## src/rtl/hamming_pkg.sv

```systemverilog
`default_nettype none
// +----------------------------------------------------------------------+
// | Module      : hamming_pkg                                            |
// | Description : Shared Hamming(7,4) definitions: receiver state        |
// |               encoding, codeword bit positions, syndrome function.   |
// | Revision    : 1.0 - initial release                                  |
// +----------------------------------------------------------------------+
package hamming_pkg;

  typedef enum logic [1:0] {
    ST_IDLE   = 2'd0,
    ST_SHIFT  = 2'd1,
    ST_DECODE = 2'd2,
    ST_OUT    = 2'd3
  } rx_state_t;

  // Codeword positions (1-based, position 1 travels first on the link)
  localparam int C_POS_P1 = 1;
  localparam int C_POS_P2 = 2;
  localparam int C_POS_D1 = 3;
  localparam int C_POS_P3 = 4;
  localparam int C_POS_D2 = 5;
  localparam int C_POS_D3 = 6;
  localparam int C_POS_D4 = 7;

  // Syndrome {c3,c2,c1}; odd parity inverts every check bit
  function automatic logic [2:0] hamming_syndrome(input logic [7:1] code,
                                                  input logic       parity_type);
    logic c1, c2, c3;
    c1 = code[C_POS_P1] ^ code[C_POS_D1] ^ code[C_POS_D2] ^ code[C_POS_D4] ^ parity_type;
    c2 = code[C_POS_P2] ^ code[C_POS_D1] ^ code[C_POS_D3] ^ code[C_POS_D4] ^ parity_type;
    c3 = code[C_POS_P3] ^ code[C_POS_D2] ^ code[C_POS_D3] ^ code[C_POS_D4] ^ parity_type;
    return {c3, c2, c1};
  endfunction

endpackage
`default_nettype wire

```

## src/rtl/hamming_syndrome_correct.sv

```systemverilog
`default_nettype none
// +----------------------------------------------------------------------+
// | Module      : hamming_syndrome_correct                               |
// | Description : Combinational syndrome evaluation and single-bit       |
// |               correction of a Hamming(7,4) codeword.                 |
// | Revision    : 1.0 - initial release                                  |
// +----------------------------------------------------------------------+
module hamming_syndrome_correct
  import hamming_pkg::*;
(
  input  logic [7:1] code,
  input  logic       parity_type,
  output logic [7:1] corrected_code,
  output logic [4:1] data_out,
  output logic [2:0] error_pos,
  output logic       error_d
);

  logic [7:0] w_flip;

  // A one-hot mask built from the syndrome; syndrome 0 lands on bit 0,
  // which is outside the codeword, so a clean word passes untouched.
  always_comb begin
    error_pos      = hamming_syndrome(code, parity_type);
    error_d        = (error_pos != 3'd0);
    w_flip         = 8'd1 << error_pos;
    corrected_code = code ^ w_flip[7:1];
    data_out       = {corrected_code[C_POS_D4], corrected_code[C_POS_D3],
                      corrected_code[C_POS_D2], corrected_code[C_POS_D1]};
  end

endmodule
`default_nettype wire

```

## src/rtl/hamming_serial_rx.sv

```systemverilog
`default_nettype none
// +----------------------------------------------------------------------+
// | Module      : hamming_serial_rx                                      |
// | Description : Serial Hamming(7,4) receiver: deserializes codewords,  |
// |               corrects single-bit errors, presents results on a      |
// |               valid/ready port and counts corrected errors.          |
// | Revision    : 1.0 - initial release                                  |
// +----------------------------------------------------------------------+
module hamming_serial_rx
  import hamming_pkg::*;
#(
  parameter int CNT_W = 8
) (
  input  logic             clk,
  input  logic             rst,
  input  logic             parity_type,
  input  logic             sin_valid,
  input  logic             sin_sof,
  input  logic             sin_bit,
  output logic             sin_ready,
  output logic             dout_valid,
  input  logic             dout_ready,
  output logic [4:1]       data_out,
  output logic [7:1]       corrected_code,
  output logic [2:0]       error_pos,
  output logic             error_d,
  output logic             frame_err,
  input  logic             cnt_clr,
  output logic [CNT_W-1:0] err_count
);

  rx_state_t        r_state;
  rx_state_t        w_state_nxt;
  logic [7:1]       r_code;
  logic [2:0]       r_bit_cnt;
  logic             r_parity;
  logic [7:1]       r_corrected;
  logic [4:1]       r_data;
  logic [2:0]       r_err_pos;
  logic             r_err_d;
  logic             r_frame_err;
  logic [CNT_W-1:0] r_err_count;
  logic             w_accept;
  logic             w_handshake;
  logic [7:1]       w_dec_code;
  logic [4:1]       w_dec_data;
  logic [2:0]       w_dec_pos;
  logic             w_dec_err;

  assign sin_ready      = (r_state == ST_IDLE) || (r_state == ST_SHIFT);
  assign dout_valid     = (r_state == ST_OUT);
  assign w_accept       = sin_valid & sin_ready;
  assign w_handshake    = dout_valid & dout_ready;
  assign data_out       = r_data;
  assign corrected_code = r_corrected;
  assign error_pos      = r_err_pos;
  assign error_d        = r_err_d;
  assign frame_err      = r_frame_err;
  assign err_count      = r_err_count;

  hamming_syndrome_correct u_syndrome_correct (
    .code           (r_code),
    .parity_type    (r_parity),
    .corrected_code (w_dec_code),
    .data_out       (w_dec_data),
    .error_pos      (w_dec_pos),
    .error_d        (w_dec_err)
  );

  // State register
  always_ff @(posedge clk or posedge rst) begin
    if (rst) r_state <= ST_IDLE;
    else     r_state <= w_state_nxt;
  end

  // Next-state logic; IDLE and SHIFT are always ready, so sin_valid alone
  // qualifies a beat there
  always_comb begin
    w_state_nxt = r_state;
    case (r_state)
      ST_IDLE:   if (sin_valid && sin_sof) w_state_nxt = ST_SHIFT;
      ST_SHIFT:  if (sin_valid && !sin_sof && r_bit_cnt == 3'd6) w_state_nxt = ST_DECODE;
      ST_DECODE: w_state_nxt = ST_OUT;
      ST_OUT:    if (dout_ready) w_state_nxt = ST_IDLE;
      default:   w_state_nxt = ST_IDLE;
    endcase
  end

  // Frame capture: SOF always restarts at position 1; an SOF while a frame
  // is in progress is an abort and raises a one-cycle frame_err
  always_ff @(posedge clk or posedge rst) begin
    if (rst) begin
      r_code      <= '0;
      r_bit_cnt   <= '0;
      r_parity    <= 1'b0;
      r_frame_err <= 1'b0;
    end else begin
      r_frame_err <= 1'b0;
      if (w_accept && sin_sof) begin
        r_code      <= {6'd0, sin_bit};
        r_bit_cnt   <= 3'd1;
        r_parity    <= parity_type;
        r_frame_err <= (r_state == ST_SHIFT);
      end else if (w_accept && r_state == ST_SHIFT) begin
        for (int i = 2; i <= 7; i++) begin
          if (i == int'(r_bit_cnt) + 1) r_code[i] <= sin_bit;
        end
        r_bit_cnt <= r_bit_cnt + 3'd1;
      end
    end
  end

  // Result registers load once per frame and hold until the next decode
  always_ff @(posedge clk or posedge rst) begin
    if (rst) begin
      r_corrected <= '0;
      r_data      <= '0;
      r_err_pos   <= '0;
      r_err_d     <= 1'b0;
    end else if (r_state == ST_DECODE) begin
      r_corrected <= w_dec_code;
      r_data      <= w_dec_data;
      r_err_pos   <= w_dec_pos;
      r_err_d     <= w_dec_err;
    end
  end

  // Saturating count of delivered corrected results; clear wins
  always_ff @(posedge clk or posedge rst) begin
    if (rst) begin
      r_err_count <= '0;
    end else if (cnt_clr) begin
      r_err_count <= '0;
    end else if (w_handshake && r_err_d && r_err_count != {CNT_W{1'b1}}) begin
      r_err_count <= r_err_count + CNT_W'(1);
    end
  end

endmodule
`default_nettype wire

```

## config.mk

```make
export PLATFORM = sky130hd
export DESIGN_NAME = hamming_serial_rx
export DESIGN_NICKNAME = d
export VERILOG_FILES = /design/src/rtl/hamming_pkg.sv /design/src/rtl/hamming_syndrome_correct.sv /design/src/rtl/hamming_serial_rx.sv
export SDC_FILE = /design/constraint.sdc
export NUM_CORES = 1
export LEC_CHECK = 0
export CAP_MARGIN = 10
export CORE_MARGIN = 8
export CORE_UTILIZATION = 35
export CTS_CLUSTER_SIZE = 24
export DETAILED_ROUTE_END_ITERATION = 16
export HOLD_SLACK_MARGIN = 0.15
export PLACE_DENSITY = 0.67
export SETUP_SLACK_MARGIN = 0.15
export SYNTH_ARGS = -nofsm -noshare
export SYNTH_HDL_FRONTEND = slang
export SYNTH_SLANG_ARGS = --single-unit
```

## constraint.sdc

```tcl
create_clock -name clk -period 1.6 [get_ports clk]
set_input_delay 0.32 -clock clk [delete_from_list [all_inputs] [get_ports clk]]
set_output_delay 0.32 -clock clk [all_outputs]
set_load 0.01 [all_outputs]
```

== After elaboration in Yosys (flattened, before gate mapping) ==
Cells that the tools add are included.
Widths: inputs -> output; s select.

* Output and inout port bits: 26
* Bits in registers: 37

* Bitwise operators: 15
* Equal/unequal tests: 14
* $add $sub $neg: 3
* Reductions and logical operators: 26
* Shift-type cells: 1
* Muxes and demuxes: 17

{| class="wikitable"
|+ Operators with widths
! cell !! number
|-
| $eq 4x32->1 const A || 3
|-
| $eq 3x32->1 const A || 2
|-
| $mux 8 || 2
|-
| $reduce_bool 2->1 || 8
|-
| $mux 6 || 2
|-
| $reduce_and 2->1 || 6
|-
| $xor 1x1->1 || 12
|-
| $add 8x1->8 const B || 1
|-
| $ne 8x8->1 const B || 1
|-
| $pmux 2 s4 || 1
|-
| $shl 1x3->8 const A || 1
|-
| $logic_and 1x1->1 || 7
|-
| $mux 1 || 7
|-
| $xor 7x7->7 || 1
|-
| $mux 2 || 3
|-
| $mux 3 || 2
|-
| $ne 2x1->1 const B || 3
|-
| $add 3x1->4 const B || 1
|-
| $eq 2x2->1 const B || 2
|-
| $eq 3x4->1 const A || 1
|-
| $add 3x1->3 const B || 1
|-
| $eq 3x3->1 const B || 1
|-
| $reduce_and 3->1 || 1
|-
| $reduce_bool 3->1 || 1
|-
| 5 further kinds || 6
|}

== Longest topological paths before layout ==
* Word-level depth: 6
* Mapped depth: 8
* Gate-level depth less buffers: 7

== Cells and area by module ==
Synthesis repeated with hierarchy kept, for this count alone.

* Cell total of the unflattened synthesis: 283
* Area total of the unflattened synthesis: 2,677.6 um^2

{| class="wikitable"
|+ By module, submodules not included
! module !! cells an instance !! area each (um^2) !! times used !! sequential area each (um^2)
|-
| hamming_serial_rx || 156 || 1,781.7 || 1 || 925.9
|-
| hamming_syndrome_correct || 127 || 895.9 || 1 || 0.0
|}

== Worst setup path after synthesis ==
OpenSTA, ideal clock, no wires.

* Path type: register -> register
* From: register r_parity
* To: register r_corrected (netlist bit corrected_code[4])
* Slack: -169 ps
* Period minus slack after synthesis: 1,769 ps
* Library setup time: 123 ps
* Path buffers: 0
* Arrival time: 1,646 ps
* Stages on the path, launching flop included: 6
* Required time: 1,477 ps
* Cell sequence: dfrtp_1 -> xor3_2 -> or3_1 -> a21oi_1 -> xnor2_1 -> a21oi_1

* Cells in the longest elaborated chain, start to end: 3
* Elaborated cells on any way between the ends: 5
* Those cells by class: shift (1); bitwise (4)

{| class="wikitable"
|+ Ends and longest elaborated chain
! element !! line !! text
|-
| from (decl) || hamming_serial_rx.sv:36 || <nowiki>logic r_parity;</nowiki>
|-
| from (signal assigned) || hamming_serial_rx.sv:102 || <nowiki>r_parity <= parity_type;</nowiki>
|-
| $xor 1x1->1, on equally long branches || hamming_pkg.sv:30, hamming_pkg.sv:31, hamming_pkg.sv:32 ||
|-
| $shl 1x3->8 (*) || hamming_syndrome_correct.sv:26 || <nowiki>w_flip = 8'd1 << error_pos;</nowiki>
|-
| $xor 7x7->7 (*) || hamming_syndrome_correct.sv:27 || <nowiki>corrected_code = code ^ w_flip[7:1];</nowiki>
|-
| to (signal assigned) || hamming_serial_rx.sv:121 || <nowiki>r_corrected <= w_dec_code;</nowiki>
|-
| to (decl) || hamming_serial_rx.sv:37 || <nowiki>logic [7:1] r_corrected;</nowiki>
|}

Mark *: on every way between the ends. The rest lies on a longest branch, timed or not.
A chain may end at the register's enable or synchronous reset.

== Final worst setup path ==
Ends and elaborated chain as after synthesis.

==> Flow_metrics.wiki <==
{| class="wikitable"
! Metric !! Value
|-
| TritonCTS buffer count || 5
|-
| Via count of the first global-routing pass || 2,256
|-
| Pre-antenna DRT Iters || 4
|-
| Final Setup Violations || 8
|-
| Number of DRC markers in iteration 0 || 81
|-
| Post-synth top flop || dfrtp_1
|-
| R2r setup slk || -130 ps
|-
| Leak Pwr || 1.62 nW
|-
| GRT overflow || 0
|-
| Worst reg2reg endpoint || corrected_code[4]
|-
| Violated checks || setup timing
|-
| Final Instance Area || 3570 um^2
|-
| Max_slew headroom || 69.8%
|-
| Die width || 95.3 um
|-
| Register area share after synthesis || 37.5%
|-
| Unrepaired setup endpoints after global routing || yes
|-
| Final nets || 355
|-
| Worst-path fanout max || 4
|-
| Area enclosed by the die boundary || 9090 um^2
|-
| Aggregate global-route resource usage || 14.3%
|-
| Area taken by flip-flops and latches || 837 um^2
|-
| Antenna violations before repair || 0
|-
| Shortest clock period the worst path allows after layout || 1730 ps
|-
| Hold Fails Final Rpt || 0
|-
| Kind of end point of the critical path || register
|-
| Number of H-tree levels || 2
|-
| Class of the worst hold path || in -> async
|-
| Origin of the critical flop-to-flop path || r_parity
|-
| Average via count per standard cell || 5.15
|-
| Buffers on Ports || 33
|-
| Achievable Freq || 0.579 GHz
|-
| Sink count of the clock tree || 33
|-
| Status || finished with violations
|-
| Avg Synthesized Cell Area || 8.95 um^2
|-
| Number of flip-flops and latches in the synthesized netlist || 33
|-
| Count of cells along the worst register-to-register path || 5
|-
| Async S/R FF share, synth || 100%
|-
| Initial Utilization || 35.5%
|-
| Maximum number of pins on one net before global-route repair || 34
|-
| Synth Cell Area || 2200 um^2
|-
| Post-detailed-route count of antenna-violating nets || 0
|-
| Vertical die dimension || 95.3 um
|-
| Setup ws final || -127 ps
|-
| Ratio of cells with drive above 1 in the final layout || 46.9%
|-
| Layout-stage area growth over the synthesis result || 62.0%
|-
| Number of top-level design ports || 34
|-
| Drt drc || 0
|-
| Ant. Diodes || 0
|-
| Worst Skew || 9.96 ps
|-
| Worst skew pair latency || 290 ps
|-
| Routability congestion estimate || 0.817
|-
| Clock tree from TritonCTS || built
|-
| Number of inserted filler cells in the final layout || 509
|-
| Setup TNS || -665 ps
|-
| Arrival time reported for the critical path endpoint || 1900 ps
|-
| Worst setup SP type || register
|-
| Maximum clock insertion buffer count || 2
|-
| Count of yosys warnings during synthesis || 0
|-
| Post-placement cell area || 2890 um^2
|-
| Critical path start-end classification || reg -> reg
|-
| Transition time of the tightest slew-check pin || 452 ps
|-
| Post-synth EDFFs || 0
|-
| Crit path required time || 1770 ps
|-
| Nets in the synthesized netlist || 264
|-
| Commonest non-fill, non-tap cells in the layout || buf_4, dfrtp_1, nor2_1
|-
| Post-synthesis cell type count || 46
|-
| Max Transition Viols Final || 0
|-
| Number of rows in the core area || 29
|-
| Ratio of final minimum period to clock period || 108%
|-
| Wire length of the first global-routing pass || 10,300 um
|-
| CTS root buffer || clkbuf_8
|-
| Max capacitance violation total || 0
|-
| Most common cell after layout, fill and taps aside || buf_4
|-
| Post-detailed-placement half-perimeter wirelength || 3940 um
|-
| Gate Count Post-Synth || 246
|-
| Peak supply drop || 1.08 mV
|-
| CTS clock-pin slew for the worst setup and hold paths || 70 ps
|-
| Pwr/cell area || 1960 nW/um^2
|-
| Area of the core || 6200 um^2
|-
| Wirelength per Cell || 15.3 um
|-
| Detailed-route via count || 2,133
|-
| Total routed wirelength || 6330 um
|-
| Multi-input logic area || 1620 um^2
|}
cells by family after synthesis:
kind of cell / after synthesis / synth area share [%]
buffers and inverters: 29 / 7.78
XOR/XNOR: 25 / 12.4
flip-flops: 33 / 37.5
multiplexers: 6 / 2.95
AO/OA/AOI/OAI: 58 / 15.9
AND/OR/NAND/NOR: 85 / 17.8
adder cells (fa/ha/maj): 10 / 5.68
metrics by stage:
stage	hold slack [ps]	utilization (%)	cells	worst slack (ps)	total power [W]
4_1_cts	404	54.5	411	-136	0.00646
6_report	384	57.5	414	-127	0.00701
2_1_floorplan	449	-	246	-140	0.00350
3_5_place_dp	476	46.6	384	-202	0.00493
3_3_place_gp	479	46.6	384	-166	0.00485
5_1_grt	420	57.5	414	-205	0.00751
final cells by class:
cell class,count,share of cell area (%)
Clock buffer,6,2.31
Clock inverter,1,0.210
Inverter,12,1.26
Multi-Input combinational cell,184,45.5
Sequential cell,33,23.5
Tap cell,77,2.70
Timing Repair Buffer,101,24.6
flip-flops by register name (all words and copies together) (netlist names):
name,cells
r_state,2
frame_err,1
r_bit_cnt,3
error_d,1
error_pos,3
r_parity,1
r_code,7
corrected_code,7
err_count,8
critical path, cell delays in order (launching register included):
cell,delay (ps)
dfrtp_2,470
xor3_2,440
or3_4,360
a21oi_2,130
xnor2_1,130
a21oi_1,80
power by group:
part           switching [W]  internal, W
sequential          0.000288      0.00112
clock               0.000319     0.000340
combinational        0.00235      0.00259
how the worst max path moves through the flow:
| stage | endpoint | cells after the start | slack, ps | startpoint |
|---|---|---|---|---|
| global placement | corrected_code[4] | 5 | -170 | r_code[7] |
| floorplan | corrected_code[4] | 6 | -140 | r_code[7] |
| detailed placement | corrected_code[4] | 5 | -200 | r_code[7] |
| finish | corrected_code[4] | 5 | -130 | r_parity |
| CTS | corrected_code[7] | 5 | -140 | r_code[3] |
| global route | corrected_code[4] | 5 | -210 | r_code[7] |
what timing repair did:
action,4_1_cts,5_1_grt
hold buffers,0,0
setup buffers,20,3
pin swaps,27,25
gates resized for setup,103,50
endpoints found under the setup margin,56,36
metal layers:
metal  global-route usage, %  up-vias  part of all wire, %
met2                    25.1       52                   52
met5                       0        -                    0
met3                    3.70       12                  4.7
li1                        -     1021                    -
met1                    16.3     1048                   41
met4                    4.94        0                  1.5
synthesized netlist by cell type (all sizes together) (4+ instances only):
library cell,instances,share of area [%]
a21oi,22,5.2
buf,8,2.6
clkbuf,9,3.1
dfrtp,33,37
ha,10,5.7
inv,12,2.0
mux2,4,2.0
nand2,21,3.6
nand3,13,3.0
nor2,29,4.9
nor3,6,1.4
o21ai,20,4.5
xnor2,11,4.7
xor2,11,4.4
Power figures use the tool's default switching activity.
